### src/rtl/alu_sequencer_pkg.sv
// Shared encodings for the multicycle ALU sequencer: control classes, R-type
// function codes, ALU ops, plus the request decoder.
package alu_sequencer_pkg;

  localparam logic [1:0] ALU_CTRL_MTYPE = 2'b00;
  localparam logic [1:0] ALU_CTRL_BTYPE = 2'b01;
  localparam logic [1:0] ALU_CTRL_RTYPE = 2'b10;
  localparam logic [1:0] ALU_CTRL_JTYPE = 2'b11;

  localparam logic [5:0] FUNC_ADD   = 6'b100000;
  localparam logic [5:0] FUNC_SUB   = 6'b100010;
  localparam logic [5:0] FUNC_AND   = 6'b100100;
  localparam logic [5:0] FUNC_OR    = 6'b100101;
  localparam logic [5:0] FUNC_SLT   = 6'b101010;
  localparam logic [5:0] FUNC_MULTU = 6'b011001;

  typedef enum logic [2:0] {
    ALU_AND = 3'b000,
    ALU_OR  = 3'b001,
    ALU_ADD = 3'b010,
    ALU_OFF = 3'b011,
    ALU_MUL = 3'b100,
    ALU_SUB = 3'b110,
    ALU_SLT = 3'b111
  } alu_op_t;

  typedef struct packed {
    alu_op_t op;
    logic    illegal;
  } dec_t;

  function automatic dec_t decode(input logic [1:0] ctrl, input logic [5:0] func);
    dec_t d;
    d.op      = ALU_OFF;
    d.illegal = 1'b0;
    case (ctrl)
      ALU_CTRL_MTYPE: d.op = ALU_ADD;
      ALU_CTRL_BTYPE: d.op = ALU_SUB;
      ALU_CTRL_RTYPE: begin
        case (func)
          FUNC_ADD:   d.op = ALU_ADD;
          FUNC_SUB:   d.op = ALU_SUB;
          FUNC_AND:   d.op = ALU_AND;
          FUNC_OR:    d.op = ALU_OR;
          FUNC_SLT:   d.op = ALU_SLT;
          FUNC_MULTU: d.op = ALU_MUL;
          default:    d.illegal = 1'b1;
        endcase
      end
      default: d.op = ALU_OFF;
    endcase
    return d;
  endfunction

endpackage

### src/rtl/alu_sequencer_if.sv
// Request/response bundle between the datapath FSM (master) and the ALU
// sequencer (slave).
interface alu_sequencer_if #(parameter int WIDTH = 32);
  logic                           start;
  logic                           ready;
  logic [1:0]                     alu_ctrl;
  logic [5:0]                     func;
  logic [WIDTH-1:0]               a;
  logic [WIDTH-1:0]               b;
  alu_sequencer_pkg::alu_op_t     alu_op;
  logic [WIDTH-1:0]               result;
  logic [WIDTH-1:0]               hi;
  logic                           zero;
  logic                           illegal;
  logic                           done;

  modport master (
    output start, alu_ctrl, func, a, b,
    input  ready, alu_op, result, hi, zero, illegal, done
  );

  modport slave (
    input  start, alu_ctrl, func, a, b,
    output ready, alu_op, result, hi, zero, illegal, done
  );
endinterface

### src/rtl/alu_sequencer_shift_add_mul.sv
// Iterative unsigned shift-add multiplier, one multiplier bit per step.
// `product` is the accumulator including the current step's partial sum.
module shift_add_mul #(parameter int WIDTH = 32) (
  input  logic                 clk,
  input  logic                 rst,
  input  logic                 load,
  input  logic [WIDTH-1:0]     a,
  input  logic [WIDTH-1:0]     b,
  input  logic                 step,
  output logic [2*WIDTH-1:0]   product,
  output logic                 last
);
  localparam int CW = $clog2(WIDTH) + 1;

  logic [2*WIDTH-1:0] mcand, acc;
  logic [WIDTH-1:0]   mplier;
  logic [CW-1:0]      cnt;

  // Exposing acc+partial lets the caller latch the full product on the final step.
  assign product = acc + (mplier[0] ? mcand : '0);
  assign last    = (cnt == CW'(1));

  always_ff @(posedge clk) begin
    if (rst) begin
      mcand  <= '0;
      mplier <= '0;
      acc    <= '0;
      cnt    <= '0;
    end else if (load) begin
      mcand  <= {{WIDTH{1'b0}}, a};
      mplier <= b;
      acc    <= '0;
      cnt    <= CW'(WIDTH);
    end else if (step && cnt != '0) begin
      acc    <= product;
      mcand  <= mcand << 1;
      mplier <= mplier >> 1;
      cnt    <= cnt - CW'(1);
    end
  end
endmodule

### src/rtl/alu_sequencer.sv
// Multicycle ALU sequencer: decodes at acceptance, runs single-step ALU ops in
// one cycle and MULTU over WIDTH cycles, then pulses done for one cycle.
module alu_sequencer
  import alu_sequencer_pkg::*;
#(parameter int WIDTH = 32) (
  input logic            clk,
  input logic            rst,
  alu_sequencer_if.slave bus
);
  typedef enum logic [1:0] {S_IDLE, S_ALU, S_MUL, S_DONE} state_t;

  state_t             state, state_d;
  dec_t               dec;
  alu_op_t            op_q;
  logic               ill_pend;
  logic [WIDTH-1:0]   a_q, b_q, alu_res;
  logic [WIDTH-1:0]   result_q, hi_q;
  logic               zero_q, illegal_q;
  logic               accept, mul_load, mul_last;
  logic [2*WIDTH-1:0] product;

  assign dec      = decode(bus.alu_ctrl, bus.func);
  assign bus.ready = (state == S_IDLE) && !rst;
  assign accept   = bus.start && bus.ready;
  assign mul_load = accept && (dec.op == ALU_MUL);

  assign bus.done    = (state == S_DONE);
  assign bus.alu_op  = op_q;
  assign bus.result  = result_q;
  assign bus.hi      = hi_q;
  assign bus.zero    = zero_q;
  assign bus.illegal = illegal_q;

  shift_add_mul #(.WIDTH(WIDTH)) u_mul (
    .clk     (clk),
    .rst     (rst),
    .load    (mul_load),
    .a       (bus.a),
    .b       (bus.b),
    .step    (state == S_MUL),
    .product (product),
    .last    (mul_last)
  );

  always_comb begin
    state_d = state;
    case (state)
      S_IDLE: if (accept) state_d = (dec.op == ALU_MUL) ? S_MUL : S_ALU;
      S_ALU:  state_d = S_DONE;
      S_MUL:  if (mul_last) state_d = S_DONE;
      S_DONE: state_d = S_IDLE;
      default: state_d = S_IDLE;
    endcase
  end

  always_comb begin
    alu_res = '0;
    case (op_q)
      ALU_ADD: alu_res = a_q + b_q;
      ALU_SUB: alu_res = a_q - b_q;
      ALU_AND: alu_res = a_q & b_q;
      ALU_OR:  alu_res = a_q | b_q;
      ALU_SLT: alu_res = {{(WIDTH-1){1'b0}}, ($signed(a_q) < $signed(b_q))};
      default: alu_res = '0;
    endcase
  end

  always_ff @(posedge clk) begin
    if (rst) begin
      state     <= S_IDLE;
      op_q      <= ALU_OFF;
      ill_pend  <= 1'b0;
      a_q       <= '0;
      b_q       <= '0;
      result_q  <= '0;
      hi_q      <= '0;
      zero_q    <= 1'b1;
      illegal_q <= 1'b0;
    end else begin
      state <= state_d;
      if (accept) begin
        a_q      <= bus.a;
        b_q      <= bus.b;
        op_q     <= dec.op;
        ill_pend <= dec.illegal;
      end
      if (state == S_ALU) begin
        result_q  <= alu_res;
        hi_q      <= '0;
        zero_q    <= (alu_res == '0);
        illegal_q <= ill_pend;
      end
      if (state == S_MUL && mul_last) begin
        result_q  <= product[WIDTH-1:0];
        hi_q      <= product[2*WIDTH-1:WIDTH];
        zero_q    <= (product[WIDTH-1:0] == '0);
        illegal_q <= 1'b0;
      end
    end
  end
endmodule

### src/flat_wrapper.sv
// flat-port wrapper written by rule: the top's interface ports become plain ports
module alu_sequencer_flat import alu_sequencer_pkg::*;
#(parameter int WIDTH = 32)
  (clk, rst, bus_start, bus_alu_ctrl, bus_func, bus_a, bus_b, bus_ready, bus_alu_op, bus_result, bus_hi, bus_zero, bus_illegal, bus_done);
  alu_sequencer_if #(.WIDTH(WIDTH)) bus_i ();
  input logic clk;
  input logic rst;
  input wire logic [$bits(bus_i.start)-1:0] bus_start;
  input wire logic [$bits(bus_i.alu_ctrl)-1:0] bus_alu_ctrl;
  input wire logic [$bits(bus_i.func)-1:0] bus_func;
  input wire logic [$bits(bus_i.a)-1:0] bus_a;
  input wire logic [$bits(bus_i.b)-1:0] bus_b;
  output wire logic [$bits(bus_i.ready)-1:0] bus_ready;
  output wire logic [$bits(bus_i.alu_op)-1:0] bus_alu_op;
  output wire logic [$bits(bus_i.result)-1:0] bus_result;
  output wire logic [$bits(bus_i.hi)-1:0] bus_hi;
  output wire logic [$bits(bus_i.zero)-1:0] bus_zero;
  output wire logic [$bits(bus_i.illegal)-1:0] bus_illegal;
  output wire logic [$bits(bus_i.done)-1:0] bus_done;
  assign bus_i.start = bus_start;
  assign bus_i.alu_ctrl = bus_alu_ctrl;
  assign bus_i.func = bus_func;
  assign bus_i.a = bus_a;
  assign bus_i.b = bus_b;
  assign bus_ready = bus_i.ready;
  assign bus_alu_op = bus_i.alu_op;
  assign bus_result = bus_i.result;
  assign bus_hi = bus_i.hi;
  assign bus_zero = bus_i.zero;
  assign bus_illegal = bus_i.illegal;
  assign bus_done = bus_i.done;
  alu_sequencer #(.WIDTH(WIDTH)) u_core (.clk(clk), .rst(rst), .bus(bus_i));
endmodule
### config.mk
export PLATFORM = sky130hd
export DESIGN_NAME = alu_sequencer_flat
export DESIGN_NICKNAME = d
export VERILOG_FILES = /design/src/rtl/alu_sequencer_pkg.sv /design/src/rtl/alu_sequencer_if.sv /design/src/rtl/alu_sequencer_shift_add_mul.sv /design/src/rtl/alu_sequencer.sv /design/src/flat_wrapper.sv
export SDC_FILE = /design/constraint.sdc
export NUM_CORES = 1
export LEC_CHECK = 0
export CORE_MARGIN = 1
export CORE_UTILIZATION = 45
export DETAILED_ROUTE_END_ITERATION = 8
export MAX_ROUTING_LAYER = met4
export SLEW_MARGIN = 20
export SYNTH_ARGS = -nofsm -noshare
export SYNTH_HDL_FRONTEND = slang
export SYNTH_SLANG_ARGS = --single-unit
### constraint.sdc
create_clock -name clk -period 3.9 [get_ports clk]
set_input_delay 0.78 -clock clk [delete_from_list [all_inputs] [get_ports clk]]
set_output_delay 0.78 -clock clk [all_outputs]
set_load 0.01 [all_outputs]
* Word level (Yosys, flattened, before mapping) *
Index checks and enable logic that the tools add are counted.

storage, ports and cells
  register bits = 302
  bits in latches = 0
  RAM bits = 0
  bits in read-only memories = 0
  input port bits = 75
  output and inout port bits = 71
  logic and storage cells = 81
  memories kept = 0

cells by class
  $add $sub $neg = 4
  $mul = 0
  div/mod/pow operators = 0
  magnitude comparators = 1
  equality and inequality tests = 19
  shift-type cells = 0
  muxes and demuxes = 22
  bitwise gates (word level) = 2
  reductions and logical operators = 18

operators with widths
  operator                                                            count
  32-bit 2-to-1 mux                                                   8
  32-bit one-hot mux with 5 select lines                              1
  64-bit adder                                                        1
  32-bit zero test                                                    2
  64-bit 2-to-1 mux                                                   1
  32-bit adder                                                        1
  32-bit bitwise AND                                                  1
  32-bit < comparator                                                 1
  32-bit OR                                                           1
  32-bit subtractor                                                   1
  6-bit == test, second input constant                                5
  3-bit one-hot mux with 6 select lines                               1
  6-bit 2-to-1 mux                                                    2
  3-bit == test, second input constant                                3
  3-bit one-hot mux with 3 select lines                               1
  2-bit one-hot mux with 4 select lines                               1
  2-bit == test, second input constant                                3
  6-bit by 1-bit == test with 1-bit output, second input constant     1
  6-bit by 5-bit == test with 1-bit output, second input constant     1
  2-bit 2-to-1 mux                                                    3
  6-bit nonzero test                                                  1
  6-bit OR reduction                                                  1
  6-bit by 1-bit subtractor with 6-bit output, second input constant  1
  1-bit logical AND                                                   5
  other kinds (11)                                                    19

* Logic depth before layout (Yosys ltp) *
Gate-level depths: netlist of the first run.

  depth in word-level cells = 7
  gate-level depth with buffers = 16
  mapped depth without buffers = 15

* Cells and area by module *
Synthesis of the first run repeated with hierarchy kept, for this count alone.

second synthesis, totals
  cells, all modules = 3048
  area, all modules = 22049.9 um2

by module, submodules not included
  module         instances  cells an instance  area an instance (um2)  seq. area each (um2)
  alu_sequencer  1          1482               11035.6                 2722.6
  shift_add_mul  1          1566               11014.3                 3323.2

* Worst setup path after synthesis of the first run *
No wires, ideal clock.

  kind = reg2reg
  start = reg u_core.u_mul.mplier[0]
  end = reg u_core.zero_q, in the netlist u_core.bus.zero
  library setup time = 68 ps
  arrival time = 3484 ps
  data required time = 3832 ps
  path slack = 348 ps
  cell stages (with the launch flop) = 17
  buffers on the path = 2
  period minus slack after synthesis = 3552 ps
  path through = dfxtp_1 -> clkbuf_1 -> clkbuf_1 -> nand2_1 -> inv_1 -> ha_1 -> a21o_1 -> a21oi_2 -> xnor2_1 -> or4b_1 -> or3_1 -> or4_1 -> nor4b_2 -> and4b_1 -> o2111ai_1 -> o21ai_1 -> o21bai_2

between the ends
  word-level cells in the longest chain between the ends = 4

RTL lines
  item                      line                               source
  start: declaration        alu_sequencer_shift_add_mul.sv:16  logic [WIDTH-1:0] mplier;
  start signal: assignment  alu_sequencer_shift_add_mul.sv:37  mplier <= mplier >> 1;
  64-bit 2-to-1 mux         alu_sequencer_shift_add_mul.sv:20  assign product = acc + (mplier[0] ? mcand : '0);
  64-bit adder              alu_sequencer_shift_add_mul.sv:20
  32-bit zero test          alu_sequencer.sv:96                zero_q <= (product[WIDTH-1:0] == '0);
  1-bit 2-to-1 mux          alu_sequencer.sv:93                if (state == S_MUL && mul_last) begin
  end signal: assignment    alu_sequencer.sv:90                zero_q <= (alu_res == '0);
  end signal: assignment    alu_sequencer.sv:96
  end: declaration          alu_sequencer.sv:18                logic zero_q, illegal_q;

Every way passes these cells.
A chain may end at the register's enable or synchronous reset.

* Worst setup path in the final report of the first run *
  start = reg u_core.b_q[10]
  end = reg u_core.zero_q, in the netlist u_core.bus.zero

between the ends
  word-level cells in the longest chain between the ends = 5
  elaborated cells on any way between the ends = 9
  those cells by class = add/sub (2); order compare (1); mux (3); bitwise (2); reduce/logical (1)

RTL lines
  item                                             line                 source
  start: declaration                               alu_sequencer.sv:16  logic [WIDTH-1:0] a_q, b_q, alu_res;
  start signal: assignment                         alu_sequencer.sv:83  b_q <= bus.b;
  32-bit subtractor, or another cell as far along  alu_sequencer.sv:60  ALU_SUB: alu_res = a_q - b_q;
  32-bit one-hot mux with 5 select lines *         alu_sequencer.sv:58  case (op_q)
  32-bit zero test *                               alu_sequencer.sv:90
  1-bit 2-to-1 mux *                               alu_sequencer.sv:87  if (state == S_ALU) begin
  1-bit 2-to-1 mux *                               alu_sequencer.sv:93

Mark *: on every way between the ends. The rest lies on a longest branch, timed or not. The select of a mux whose other input is x is not followed.

==> run summary, run 1 <==
The die area is 48,050 um2. The hold buffer count at CTS is 0. The number of clock buffers inserted by TritonCTS is 37.

The maximum number of buffers from clock root to sink is 3. The sequential element share of the synthesized area is 0.2848. The total non-filler cell area in the finished layout came out at 25,740 um2. The run finished with clean final reports.

The buffer cell driving the clock tree root is sky130_fd_sc_hd__clkbuf_16. The number of antenna violations at the first check in global routing came out at 1. The global router's overall resource usage is 0.3370.

Along the worst path, the maximum fanout reaches 7. The timing-limited maximum frequency came out at 0.2572 GHz. The highest ir drop seen on vdd came out at 0.3756 mV. The startpoint identified for the worst register-to-register timing path is u_core.b_q[10]$_SDFFE_PP0P_. The clock power share is 0.277. The share of flip-flops with an asynchronous set or reset after synthesis came out at 0. The cell count of the worst hold path is 2.

Measured against its own limit, the worst slew margin works out to 0.4428. The biggest area consumer among synthesized cells is sky130_fd_sc_hd__dfxtp_1. The internal power of the cells totals 0.007354 W.

For this run, the number of Yosys warnings is 0. The pin count of the biggest net entering global routing came out at 132. The TritonCTS clock tree is yes. The via count of the first global-routing pass was 20,600. The x dimension of the die came out at 219.2 um.

The worst path arrival time came out at 4.39 ns. The share of total power dissipated in combinational logic is 0.427. The post-layout net count is 3,255. The area growth from synthesis to final layout is 21.25%. The residual antenna-violating net count after detailed routing came out at 0. STA classifies the critical path startpoint as a flop. The placeable core region came out at 46,560 um2. In the synthesized netlist the dominant register cell turns out to be sky130_fd_sc_hd__dfxtp_1. For this block, the routed nets add up to 79,610 um of wire.

CTS built an H-tree with a depth of 2. Buffers placed on the I/O ports in this run total 145. The analysis attributes to net switching a power of 0.004793 W.

The mapped cell area came out at 21,230 um2. Setup repair after global routing could not meet its margin everywhere. The number of enable-type register cells in the synthesized netlist is 0. Fill cells in the final layout number 4,561. The share of layout cells above drive strength 1 came out at 0.1159.

The required time at the worst-slack endpoint is 4.40 ns. For hold timing, the worst endpoint is u_core.u_mul.mcand[63]$_SDFFE_PP0P_. The worst-case reg-to-reg path depth is 16. The clock-pin slew on the worst setup and hold paths came out at 0.06 ns. The vertical extent of the die is 219.2 um. For the final database, setup skew stands at 0.01860 ns. The flop-to-flop setup slack is 0.01 ns. The final-report setup violation count came out at 0. The flop and latch count out of synthesis came out at 302. The end-of-flow core utilization came out at 0.5529. The detailed placement HPWL is 61,040 um.

The end of the worst register-to-register path is u_core.bus.zero$_SDFFE_PP1P_. The max-cap check violation count is 0. The hold violation count in the final report came out at 0. The total iterations of the first detailed-routing run came out at 6.

The number of nets in the synthesized netlist is 3,059. The share of the cycle needed by the critical path after routing is 0.9971. Summed over all failing endpoints, the final setup total negative slack is 0 ns. The number of standard cells after synthesis is 2,800.

Of the total power, the share spent switching nets is 0.3946. The clock period could shrink to 3.889 ns. The cell area power density is 471.9 nW/um2. The source-to-sink clock delay at the later pin of the worst-skew pair is 0.56 ns.

The starting DRC count in detailed routing came out at 1,943. For this run, design rule violations remaining after detail routing come to 0. The global-route wire length before repair is 121,400 um. After synthesis, the mean cell area works out to 7.582 um2. The number of placement rows is 79. The origin of the worst min-delay path is u_core.u_mul.mcand[63]$_SDFFE_PP0P_.

Of the post-synthesis cell area, the dominant cell type holds 0.2848. STA classifies the critical path endpoint as a flop. The critical path is of the reg -> reg type. The number of sinks on the clock net came out at 302. The via count is 21,400. The total count of max-transition violations in the final report was 0. The pin slew with the least headroom to its limit is 0.8358 ns. The min-delay analysis places its worst path in the category reg -> reg. After synthesis, the netlist uses 89 different library cells. The starting density of the core came out at 0.4560. During I/O placement, the number of pins put on the boundary was 146. The detail-routed via count per cell is 5.896. The post-detailed-placement cell area is 24,210 um2. The congestion estimate from routability-driven global placement came to 0.9823. Ranked by total cell area, the synthesized netlist is headed by sky130_fd_sc_hd__dfxtp_1, sky130_fd_sc_hd__ha_1, sky130_fd_sc_hd__a21oi_1, sky130_fd_sc_hd__nand2_1, sky130_fd_sc_hd__nor2_1. The worst hold slack after final layout came out at 0.4578 ns. The static power due to leakage came out at 10.59 nW.

Dividing the detail-routed wire length by the instance count gives 21.94 um. Of the total power, registers draw 0.296. Global routing finished with a remaining overflow of 0.
==> through the flow <==
stage	power, W	std cells	setup slack, ns
after global placement	0.008459	3551	-0.4145
after floorplan	0.006396	2800	0.3476
after global routing	0.01276	3629	-0.09104
after detailed placement	0.008491	3551	-0.4196
after CTS	0.01198	3617	-0.05573
final	0.01215	3629	0.01128
==> logic make-up (layout without fill, tap and decap cells) <==
family / count (synthesis) / in the layout / share of synthesized area
muxes: 79 / 79 / 0.03731
DFF: 302 / 302 / 0.2848
AOI/OAI and AO/OA: 839 / 839 / 0.2626
adders and majority gates: 184 / 184 / 0.1095
xor gates and xnor gates: 82 / 82 / 0.03383
other: 0 / 1 / 0
and+or+nand+nor: 994 / 994 / 0.2145
buffers and inverters: 320 / 541 / 0.05746
==> layer usage <==
layer	up-vias	GRT usage	share of wire
met5	-	-	0
met4	0	0.1197	0.035
met3	132	0.04116	0.052
met2	634	0.5290	0.46
met1	10290	0.4441	0.45
li1	10340	-	-
==> state kept, by name, indices dropped and copies added, names as in the netlist, 6 cells and up <==
| register | cells |
|---|---|
| u_core.u_mul.mplier | 32 |
| u_core.bus.hi | 32 |
| u_core.b_q | 32 |
| u_core.u_mul.cnt | 6 |
| u_core.a_q | 32 |
| u_core.bus.result | 32 |
| u_core.u_mul.mcand | 64 |
| u_core.u_mul.acc | 64 |
==> final cells by class <==
type	count	area [um2]	share of cell area
diodes	1	2.502	0.00009722
flip-flops and latches	302	6057	0.2353
multi-input cells	2178	14260	0.5542
clock inverters	6	46.29	0.001799
inverters	131	491.7	0.01910
clock buffers	58	1106	0.04297
well taps	607	759.5	0.02951
repair buffers	346	3012	0.1170
==> how the worst max path moves through the flow <==
stage	start	endpoint	slack, ns	depth (start not counted)
global route	u_core.a_q[0]$_SDFFE_PP0P_	u_core.bus.zero$_SDFFE_PP1P_	-0.09	15
detailed placement	u_core.b_q[1]$_SDFFE_PP0P_	u_core.bus.zero$_SDFFE_PP1P_	-0.42	14
finish	u_core.b_q[10]$_SDFFE_PP0P_	u_core.bus.zero$_SDFFE_PP1P_	0.01	16
CTS	u_core.a_q[0]$_SDFFE_PP0P_	u_core.bus.zero$_SDFFE_PP1P_	-0.06	15
global placement	u_core.b_q[1]$_SDFFE_PP0P_	u_core.bus.zero$_SDFFE_PP1P_	-0.41	14
floorplan	u_core.u_mul.mplier[0]$_SDFFE_PP0P_	u_core.bus.zero$_SDFFE_PP1P_	0.35	16
==> cells in the mapped netlist, types with 20 or more instances <==
library cell / number
sky130_fd_sc_hd__xnor2_1: 51
sky130_fd_sc_hd__mux2i_1: 78
sky130_fd_sc_hd__nand4_1: 36
sky130_fd_sc_hd__o21ai_0: 97
sky130_fd_sc_hd__nor2_1: 307
sky130_fd_sc_hd__o31ai_1: 76
sky130_fd_sc_hd__o21bai_1: 20
sky130_fd_sc_hd__xor2_1: 31
sky130_fd_sc_hd__a31oi_1: 27
sky130_fd_sc_hd__dfxtp_1: 302
sky130_fd_sc_hd__ha_1: 181
sky130_fd_sc_hd__nand3_1: 47
sky130_fd_sc_hd__nor3_1: 46
sky130_fd_sc_hd__a211oi_1: 121
sky130_fd_sc_hd__nor2b_1: 24
sky130_fd_sc_hd__a21o_1: 43
sky130_fd_sc_hd__o211ai_1: 31
sky130_fd_sc_hd__clkbuf_1: 155
sky130_fd_sc_hd__nand2_1: 351
sky130_fd_sc_hd__inv_1: 130
sky130_fd_sc_hd__a21oi_1: 264
sky130_fd_sc_hd__and3_1: 29
sky130_fd_sc_hd__and2_1: 78
==> timing repair <==
item / 4_1_cts / 5_1_grt
setup buffers: 2 / 11
setup endpoints to repair: 10 / 39
gates resized for setup: 15 / 51
pin swaps: 9 / 21
==> power groups by stage <==
stage / Sequential, W / Combinational [W] / Clock, W
finish: 0.00359 / 0.00519 / 0.00337
global route: 0.00362 / 0.00559 / 0.00355
CTS: 0.00358 / 0.00495 / 0.00344
detailed placement: 0.00365 / 0.00485 / 0
global placement: 0.00364 / 0.00482 / 0
floorplan: 0.00360 / 0.00279 / 0
==> worst max-delay path, cell delays in order (launching register included) <==
cell,delay (ns)
sky130_fd_sc_hd__dfxtp_1,0.36
sky130_fd_sc_hd__inv_1,0.10
sky130_fd_sc_hd__ha_2,0.34
sky130_fd_sc_hd__buf_4,0.18
sky130_fd_sc_hd__a21oi_1,0.20
sky130_fd_sc_hd__nand2b_1,0.13
sky130_fd_sc_hd__o311ai_0,0.19
sky130_fd_sc_hd__buf_4,0.20
sky130_fd_sc_hd__or2_2,0.34
sky130_fd_sc_hd__a31oi_1,0.22
sky130_fd_sc_hd__mux2i_1,0.14
sky130_fd_sc_hd__a211oi_2,0.30
sky130_fd_sc_hd__nand4_1,0.22
sky130_fd_sc_hd__nor4_2,0.33
sky130_fd_sc_hd__buf_4,0.16
sky130_fd_sc_hd__nand4_1,0.23
sky130_fd_sc_hd__o21bai_2,0.19
==> layout by cell type (no fill, tap or decap), drive strengths merged, types with 104 or more instances in the layout <==
cell type      instances
a211oi               121
a21oi                266
buf                  202
clkdlybuf4s50        144
dfxtp                302
ha                   181
inv                  130
nand2                351
nor2                 307
o21ai                104
Power figures use the tool's default switching activity.
==> run 2, diff against run 1 <==
- CTS_CLUSTER_SIZE: unset -> 40
- PLACE_DENSITY: unset -> 0.73
==> run 2 against run 1 <==
Against the previous run:
- critical path depth shrank 1
- worst setup slack improved by 0.049 ns
- clock-buffer cell count is 8 lower
- final area down 1.2%
- cell count is 0.94% lower
- combinational power decreased by 4%
- largest cell class unchanged
==> run summary, run 2 (same netlist as run 1, synthesis figures left out) <==
The run finished with clean final reports. The library cell used most frequently in the layout, excluding fill and tap cells, is sky130_fd_sc_hd__nand2_1. STA classifies the critical path startpoint as a flop. The proportion of power drawn by combinational gates is 0.414 (-0.013). The end-of-flow core utilization is 0.5463 (-0.006531). The internal cell power is 0.007347 W (about the same). The proportion of total power due to net switching is 0.3908 (-0.003786). The final wirelength came out at 78,480 um (-1.4%). The clock power share came to 0.288 (+0.011). The x dimension of the die is 219.2 um (unchanged). The global-route wire length before repair came to 120,700 um (-0.59%). The share of the cycle needed by the critical path after routing is 0.9845 (-0.01259). The critical path's largest stage delay is 0.44 ns (+0.08 ns). The max-cap check violation count came out at 0 (unchanged). The starting DRC count in detailed routing came out at 2,005 (+3.2%). The slowest stage of the critical path is the sky130_fd_sc_hd__nor4_2 cell.

The cell count of the worst hold path came to 2 (unchanged). The sum of overflow across all layers after global routing is 0 (unchanged). The quantity of I/O buffers inserted on ports came to 145 (unchanged).

The area growth from synthesis to final layout came out at 19.81%. In this run the critical register-to-register path is captured at u_core.bus.zero$_SDFFE_PP1P_. The global router's overall resource usage came out at 0.3309 (-0.006076).

The part of the total power dissipated in sequential elements is 0.297 (about the same). The residual antenna-violating net count after detailed routing is 0 (unchanged). The timing-limited maximum frequency came to 0.2604 GHz (+1.3%). For hold timing, the worst endpoint is u_core.u_mul.mcand[63]$_SDFFE_PP0P_.

The flop-to-flop setup slack is 0.06 ns (+0.05 ns). The total iterations of the first detailed-routing run is 6 (unchanged). The I/O pin count was 146 (unchanged). The final-report setup violation count is 0 (unchanged). The net switching component of the power came out at 0.004714 W (-1.7%). The detailed placement HPWL is 59,860 um (-1.9%). The final period demand of the worst path is 3.840 ns (-0.04909 ns).

The hold violation count in the final report is 0 (unchanged). The vertical extent of the die is 219.2 um (unchanged). The worst-case reg-to-reg path depth is 15 (-1). The number of antenna violations at the first check in global routing came to 1 (unchanged).

STA classifies the critical path endpoint as a flop. The worst hold slack after final layout came to 0.4594 ns (+0.001543 ns). The static power due to leakage came out at 10.42 nW (-1.5%). The clock skew after layout is 0.01919 ns (+0.0005976 ns). The maximum number of buffers from clock root to sink came out at 3 (unchanged). The clock-pin slew on the worst setup and hold paths is 0.06 ns (about the same).

The remaining design rule violation count came out at 0 (unchanged). In this run the clock root is driven by a sky130_fd_sc_hd__clkbuf_16. The starting density of the core is 0.4560 (unchanged). The startpoint identified for the worst register-to-register timing path is u_core.a_q[1]$_SDFFE_PP0P_. The required time at the worst-slack endpoint came out at 4.39 ns (about the same). Setup repair after global routing could not meet its margin everywhere. The final total negative setup slack is 0 ns (unchanged). The source-to-sink clock delay at the later pin of the worst-skew pair came out at 0.56 ns (about the same). The placeable core region is 46,560 um2 (unchanged). The post-layout net count came out at 3,223 (-0.98%). The global placement routability congestion is 0.9711 (-1.1%). The number of levels the H-tree was split into came to 2 (unchanged). The via count is 21,710 (+1.5%). The worst path arrival time came out at 4.33 ns (-0.06 ns). The highest net fanout along the worst path came to 4 (-3).

Traced cell by cell, the critical path runs through inv_1, ha_1, o21bai_2, o211ai_1, buf_4, buf_4, a21oi_1, o41ai_1, mux2i_1, nand3_1, nor4_2, nand4_1, nor4_2, nand4_1, o21bai_2. The largest registers in the layout are u_core.u_mul.acc x64, u_core.u_mul.mcand x64. The start-to-end type of the worst setup path is reg -> reg.

The TritonCTS clock tree is yes. The pin slew with the least headroom to its limit is 1.068 ns (+0.2326 ns). The highest ir drop seen on vdd is 0.3471 mV (-7.6%).

The library cells used most frequently in the layout, excluding fill and tap cells, are sky130_fd_sc_hd__nand2_1, sky130_fd_sc_hd__nor2_1, sky130_fd_sc_hd__dfxtp_1. The total count of max-transition violations in the final report came out at 0 (unchanged). The via count of the first global-routing pass came out at 20,730 (+0.63%). The class of the worst hold path is reg -> reg. The share of layout cells above drive strength 1 was 0.1018 (-0.01408).

The detail-routed via count per cell is 6.039 (+2.4%). The post-layout total power was 0.01206 W (-0.70%). The pin count of the biggest net entering global routing is 132 (unchanged). The average routed wire per standard cell came out at 21.83 um (-0.49%). The worst slew margin relative to its limit came out at 0.2877 (-0.1551). The startpoint identified for the worst hold timing path is u_core.u_mul.mcand[63]$_SDFFE_PP0P_. The total non-filler cell area in the finished layout came out at 25,440 um2 (-1.2%). The die area came out at 48,050 um2 (unchanged). The number of placement rows came out at 79 (unchanged).

The cell area power density came out at 474.2 nW/um2 (+0.48%). The number of sinks on the clock net is 302 (unchanged). The number of clock buffers inserted by TritonCTS is 36 (-2.7%). The post-detailed-placement cell area was 24,010 um2 (-0.83%).
run 2: power groups by stage:
| stage | clock network, W | registers, W | logic [W] |
|---|---|---|---|
| 2_1_floorplan | 0 | 0.00360 | 0.00279 |
| 6_report | 0.00348 | 0.00359 | 0.00500 |
| 3_5_place_dp | 0 | 0.00364 | 0.00471 |
| 4_1_cts | 0.00352 | 0.00358 | 0.00476 |
| 3_3_place_gp | 0 | 0.00363 | 0.00468 |
| 5_1_grt | 0.00365 | 0.00361 | 0.00537 |
run 2: worst max path at each step:
stage                                   end  cells after the start                                 from  slack (ns)
2_1_floorplan  u_core.bus.zero$_SDFFE_PP1P_                     16  u_core.u_mul.mplier[0]$_SDFFE_PP0P_        0.35
3_3_place_gp   u_core.bus.zero$_SDFFE_PP1P_                     15           u_core.a_q[0]$_SDFFE_PP0P_       -0.14
3_5_place_dp   u_core.bus.zero$_SDFFE_PP1P_                     15           u_core.a_q[0]$_SDFFE_PP0P_       -0.21
4_1_cts        u_core.bus.zero$_SDFFE_PP1P_                     15           u_core.a_q[0]$_SDFFE_PP0P_        0.01
5_1_grt        u_core.bus.zero$_SDFFE_PP1P_                     14           u_core.a_q[5]$_SDFFE_PP0P_       -0.03
6_report       u_core.bus.zero$_SDFFE_PP1P_                     15           u_core.a_q[1]$_SDFFE_PP0P_        0.06
run 2: critical path, delay by kind of cell, from the launching register on:
kind	cells	cell delay, ns
AO/OA/AOI/OAI	5	1.17
buffers and inverters	3	0.38
adder cells (fa/ha/maj)	1	0.33
flip-flops	1	0.37
multiplexers	1	0.24
AND/OR/NAND/NOR	5	1.30
run 2: metrics by stage:
step / setup slack, ns / instances
after floorplan: 0.3476 / 2800
after global placement: -0.1408 / 3525
after detailed placement: -0.2133 / 3525
after CTS: 0.01147 / 3586
after global routing: -0.03463 / 3595
final: 0.06036 / 3595
run 2: repair_timing:
item                                    CTS  global route
buffers inserted                          0             8
pin swaps                                 5            15
gates resized for setup                   4            43
endpoints found under the setup margin    1            33
hold buffers                              0             0
endpoints found under the hold margin     0             0
run 2: cell type report:
| type | count | area [um2] |
|---|---|---|
| clock inverters | 11 | 156.4 |
| multi-input cells | 2178 | 14150 |
| well taps | 607 | 759.5 |
| inverters | 131 | 491.7 |
| clock buffers | 50 | 1035 |
| fillers | 4436 | 21120 |
| flip-flops and latches | 302 | 6048 |
| diodes | 1 | 2.502 |
| repair buffers | 315 | 2790 |
run 2: routing by layer:
layer / part of all wire / track usage / vias up
met1: 0.44 / 0.4217 / 10430
met2: 0.47 / 0.5371 / 807
met4: 0.035 / 0.1188 / 0
met5: 0 / - / -
li1: - / - / 10300
met3: 0.060 / 0.04006 / 174
